### src/rtl/chacha_inv_permute.sv
// Iterative inverse ChaCha permutation: undoes ROUNDS forward rounds, one inverse half-round per clock.
// Optional dbg_round port (half-rounds remaining) is built when CHACHA_INV_ROUND_DBG_EN is defined.
module chacha_inv_permute #(
  parameter int ROUNDS = 20
) (
  input  logic         clk,
  input  logic         rst_n,
  input  logic [511:0] in_state,
  input  logic         in_valid,
  output logic         in_ready,
  output logic [511:0] out_state,
  output logic         out_valid,
  input  logic         out_ready
`ifdef CHACHA_INV_ROUND_DBG_EN
  ,
  output logic [5:0]   dbg_round
`endif
);

  typedef enum logic [1:0] {IDLE, RUN, DONE} state_e;

  state_e              state_q, state_d;
  logic [5:0]          cnt_q, cnt_d;
  logic [15:0][31:0]   work_q, work_d;
  logic [511:0]        out_q, out_d;
  logic                rdy_q;

  function automatic logic [31:0] rotr(input logic [31:0] x, input int n);
    return (x >> n) | (x << (32 - n));
  endfunction

  // Forward QR steps undone in reverse order.
  function automatic logic [127:0] inv_qr(input logic [31:0] a_i, b_i, c_i, d_i);
    logic [31:0] a, b, c, d;
    a = a_i; b = b_i; c = c_i; d = d_i;
    b = rotr(b, 7) ^ c;  c = c - d;
    d = rotr(d, 8) ^ a;  a = a - b;
    b = rotr(b, 12) ^ c; c = c - d;
    d = rotr(d, 16) ^ a; a = a - b;
    return {a, b, c, d};
  endfunction

  // Diagonal lane k touches words k, 4+(k+1)%4, 8+(k+2)%4, 12+(k+3)%4; column lane k is k,4+k,8+k,12+k.
  function automatic logic [15:0][31:0] inv_half(input logic [15:0][31:0] s, input logic diag);
    logic [15:0][31:0] r;
    logic [127:0]      q;
    int                ia, ib, ic, id;
    r = s;
    for (int k = 0; k < 4; k++) begin
      ia = k;
      ib = diag ? 4  + ((k + 1) % 4) : 4  + k;
      ic = diag ? 8  + ((k + 2) % 4) : 8  + k;
      id = diag ? 12 + ((k + 3) % 4) : 12 + k;
      q = inv_qr(s[ia], s[ib], s[ic], s[id]);
      r[ia] = q[127:96];
      r[ib] = q[95:64];
      r[ic] = q[63:32];
      r[id] = q[31:0];
    end
    return r;
  endfunction

  always_comb begin
    state_d = state_q;
    cnt_d   = cnt_q;
    work_d  = work_q;
    out_d   = out_q;
    case (state_q)
      IDLE: begin
        if (in_valid && rdy_q) begin
          work_d  = in_state;
          cnt_d   = 6'(ROUNDS);
          state_d = RUN;
        end
      end
      RUN: begin
        // Even count -> diagonal, so the first inverse step undoes the last forward diagonal round.
        work_d = inv_half(work_q, ~cnt_q[0]);
        cnt_d  = cnt_q - 6'd1;
        if (cnt_q == 6'd1) begin
          out_d   = work_d;
          state_d = DONE;
        end
      end
      DONE: begin
        if (out_ready) state_d = IDLE;
      end
      default: state_d = IDLE;
    endcase
  end

  // rdy_q keeps in_ready low during reset and through the first edge after release.
  always_ff @(posedge clk or negedge rst_n) begin
    if (!rst_n) begin
      state_q <= IDLE;
      cnt_q   <= '0;
      work_q  <= '0;
      out_q   <= '0;
      rdy_q   <= 1'b0;
    end else begin
      state_q <= state_d;
      cnt_q   <= cnt_d;
      work_q  <= work_d;
      out_q   <= out_d;
      rdy_q   <= 1'b1;
    end
  end

  assign in_ready  = rdy_q && (state_q == IDLE);
  assign out_valid = (state_q == DONE);
  assign out_state = out_q;

`ifdef CHACHA_INV_ROUND_DBG_EN
  assign dbg_round = (state_q == RUN) ? cnt_q : 6'd0;
`endif

endmodule
### config.mk
export PLATFORM = sky130hd
export DESIGN_NAME = chacha_inv_permute
export DESIGN_NICKNAME = d
export VERILOG_FILES = /design/src/rtl/chacha_inv_permute.sv
export SDC_FILE = /design/constraint.sdc
export NUM_CORES = 2
export LEC_CHECK = 0
export ABC_CLOCK_PERIOD_IN_PS = 9090
export CAP_MARGIN = 10
export CORE_AREA = 2 2 403 405
export DETAILED_ROUTE_END_ITERATION = 7
export DIE_AREA = 0 0 405 407
export MAX_ROUTING_LAYER = met4
export PLACE_DENSITY = 0.81
export SYNTH_ARGS = -nofsm -noshare
export SYNTH_HDL_FRONTEND = slang
export SYNTH_SLANG_ARGS = --single-unit
### constraint.sdc
create_clock -name clk -period 9.09 [get_ports clk]
set_clock_uncertainty 0.15 [all_clocks]
set_input_delay 1.818 -clock clk [delete_from_list [all_inputs] [get_ports clk]]
set_output_delay 1.818 -clock clk [all_outputs]
set_load 0.01 [all_outputs]
==> results.cfg <==
[critical_path]
crit_cells = 24
cp.arrival_ps = 9640
required_ps = 9560
crit_chain = buf_12 -> mux2i_1 -> ha_1 -> and3_1 -> and3_1 -> a211oi_1 -> o31ai_1 -> a41o_1 -> a21oi_1 -> xnor2_1 -> xor2_1 -> ha_1 -> inv_1 -> o22ai_1 -> o21a_1 -> a311oi_1 -> buf_4 -> o21ai_0 -> buf_4 -> a21oi_1 -> o21ai_0 -> a21o_1 -> xnor2_1 -> o21ai_0
path_max_fanout = 61
slowest_stage = dfrtp_4
crit_type = reg -> reg
timing.critical_path.buf_inv = 4
cp_top_family = compound AO/OA/AOI/OAI gates
r2r_cells = 24
cp_common_cell = o21ai_0
start_kind = flop
end_kind = flop
critPathMaxStageDelay_ps = 1120

[clock_tree]
clkLatencyLatePin_ps = 800
cts_buffers = 108
cts_repair_resize_count = 0
holdBufCountCts = 0
cts_max_level = 3
ctsRootBufferMaster = clkbuf_16
cts.sink_count = 1033
cts_tree = built
cts_setup_buffers = 0
clkTransAtPathRegs_ps = 70
clock_path_buffers = 3

[floorplanning]
die_y_um = 407
die_x_um = 405
die_area_um2 = 164800
initial_utilization = 0.4745
pin_count = 1030
rows = 147
coreArea_um2 = 160200

[synth]
ys.warnings.count = 0
async_flop_share = 1.000
seq_area_frac_synth = 0.3400
syn_inst = 8603
ys.flop_type = dfrtp_1
synth.avg_cell_area_um2 = 8.836
synth_edf_count = 0
ys_ff_latch = 1033
syn_area_um2 = 76020
mappedNetlistNets = 9638
yosys.cell_types.count = 101

[drt]
vias_per_cell = 6.975
vias = 83010
first_pass_iters = 8
detail_route.wirelength_mm = 503.0
avgRoutedWirePerCell_um = 42.27
drc = 17
drt_iter0_markers = 14350
drtAntennaViolNets = 0

[layout]
ff_latch_area_um2 = 25850
layout_common_cells = o21ai_0 (1193), dfrtp_1 (1032), clkdlybuf4s50_1 (1028), nand2_1 (868), nor2_1 (551)
finalNetCount = 10590
nFillCells = 13610
layout_commonest_cell = o21ai_0
layout-drive-gt1-share = 0.07190
multiInputGateArea_um2 = 47960
synthToLayoutAreaGrowth_pct = 23.33

[worst_hold_path]
hold_class = reg -> reg
min_path_cells = 2

[timing]
worst_slew_pin_slew_ps = 1618
maxSlewHeadroom = -0.08260
setup_viol = 1
fin_crit_ps = 9165
finalCritPeriodShare = 1.008
rsz0062_at_grt = no
maxSlewViolCount = 4
setup_ws_ps = -75.13
worst_hold_slack_ps = 329.4
fmax_mhz = 109.1
hold_viol = 0

[global_routing]
grt_max_degree = 270
grtUsageTotal = 0.6100
grt_overflow = 0
grt_pass1_wl_mm = 659.8
grt_pass1_vias = 77380
antenna_found_initial = 87

[outcome]
status = complete, but fails checks
violations = DRC, capacitance limit, slew limit, setup timing

[placed_design]
hpwl_mm = 418.1
port_buffers = 1029
gp_congestion = 1.282

[run]
max_cap_viol_count = 3
## stage by stage
step,util,cells,area [µm²],setup WS (ps),TNS (ps)
3_5_place_dp,0.5600,11600,89720,622.2,0
4_1_cts,0.5830,11790,93390,531.3,0
3_3_place_gp,0.5600,11600,89720,694.6,0
2_1_floorplan,-,8603,76020,1922,0
5_1_grt,0.5849,11880,93710,121.9,0
6_report,0.5852,11900,93750,-75.13,-75.13
## final cells by class
type / count / share of cell area
multi-input cells: 6926 / 0.5116
flip-flops and latches: 1033 / 0.2758
repair buffers: 1278 / 0.1335
clock buffers: 142 / 0.03288
well taps: 2160 / 0.02883
inverters: 207 / 0.008368
clock inverters: 52 / 0.006326
diodes: 102 / 0.002723
## cells by family after synthesis
kind of cell    Yosys count  synth area share
mux                     604           0.08246
other cells               1        0.00004933
flops                  1033            0.3400
compound gates         2873            0.2316
xor+xnor                988            0.1150
fa+ha+maj               523           0.08755
simple gates           1937            0.1112
buf+inv                 644           0.03210
## per-layer routing
layer | vias up | part of all wire | global-route usage
li1 | 32870 | - | -
met1 | 40060 | 0.34 | 0.6655
met2 | 7605 | 0.39 | 0.8006
met3 | 2468 | 0.15 | 0.2762
met4 | 0 | 0.13 | 0.6072
met5 | - | 0 | -
## final timing paths
check	start	endpoint	slack [ps]
worst max-delay path	cnt_q[0]$_DFFE_PN0P_	out_state[91]$_DFFE_PN0P_	-80
worst min-delay path	out_state[303]$_DFFE_PN0P_	out_state[303]$_DFFE_PN0P_	330
worst max register to register	cnt_q[0]$_DFFE_PN0P_	out_state[91]$_DFFE_PN0P_	-80
worst min register to register	out_state[303]$_DFFE_PN0P_	out_state[303]$_DFFE_PN0P_	330
max in group asynchronous	rst_n	work_q[302]$_DFFE_PN0P_	5760
min in group asynchronous	rst_n	out_state[279]$_DFFE_PN0P_	920
## worst reg2reg max path, delay by kind of cell, from the launching register on
| family | cells | cell delay (ps) |
|---|---|---|
| multiplexers | 1 | 1090 |
| buffers and inverters | 4 | 890 |
| AND/OR/NAND/NOR | 2 | 400 |
| XOR/XNOR | 3 | 1270 |
| flip-flops | 1 | 1120 |
| AO/OA/AOI/OAI | 12 | 3200 |
| adder cells (fa/ha/maj) | 2 | 860 |
## flip-flops by register name, indices dropped and copies added (netlist names)
signal     cells
out_state    512
state_q        2
cnt_q          6
work_q       512
rdy_q          1
## synthesized netlist by cell type, drive strengths merged, types with 17 or more instances
master | count | area share
o21ai | 1207 | 0.080
dfrtp | 1033 | 0.34
nand2 | 870 | 0.043
nor2 | 554 | 0.027
a21oi | 504 | 0.033
ha | 503 | 0.083
xor2 | 495 | 0.057
xnor2 | 488 | 0.057
mux2i | 445 | 0.059
a22oi | 432 | 0.043
clkbuf | 379 | 0.019
a21o | 212 | 0.021
inv | 207 | 0.010
mux2 | 159 | 0.024
nand3 | 86 | 0.0057
nand2b | 81 | 0.0067
nor3 | 76 | 0.0051
o21a | 76 | 0.0075
nor2b | 74 | 0.0061
o21bai | 61 | 0.0060
buf | 58 | 0.0031
a31oi | 54 | 0.0045
a211oi | 45 | 0.0046
and3 | 44 | 0.0036
o22ai | 41 | 0.0034
nand4 | 35 | 0.0030
and2 | 32 | 0.0026
o31ai | 31 | 0.0036
or2 | 18 | 0.0015
o211ai | 17 | 0.0017
or3 | 17 | 0.0015
Power is not shown: default switching activity piles up to over one toggle a cycle in this logic, so the estimate is an artifact.
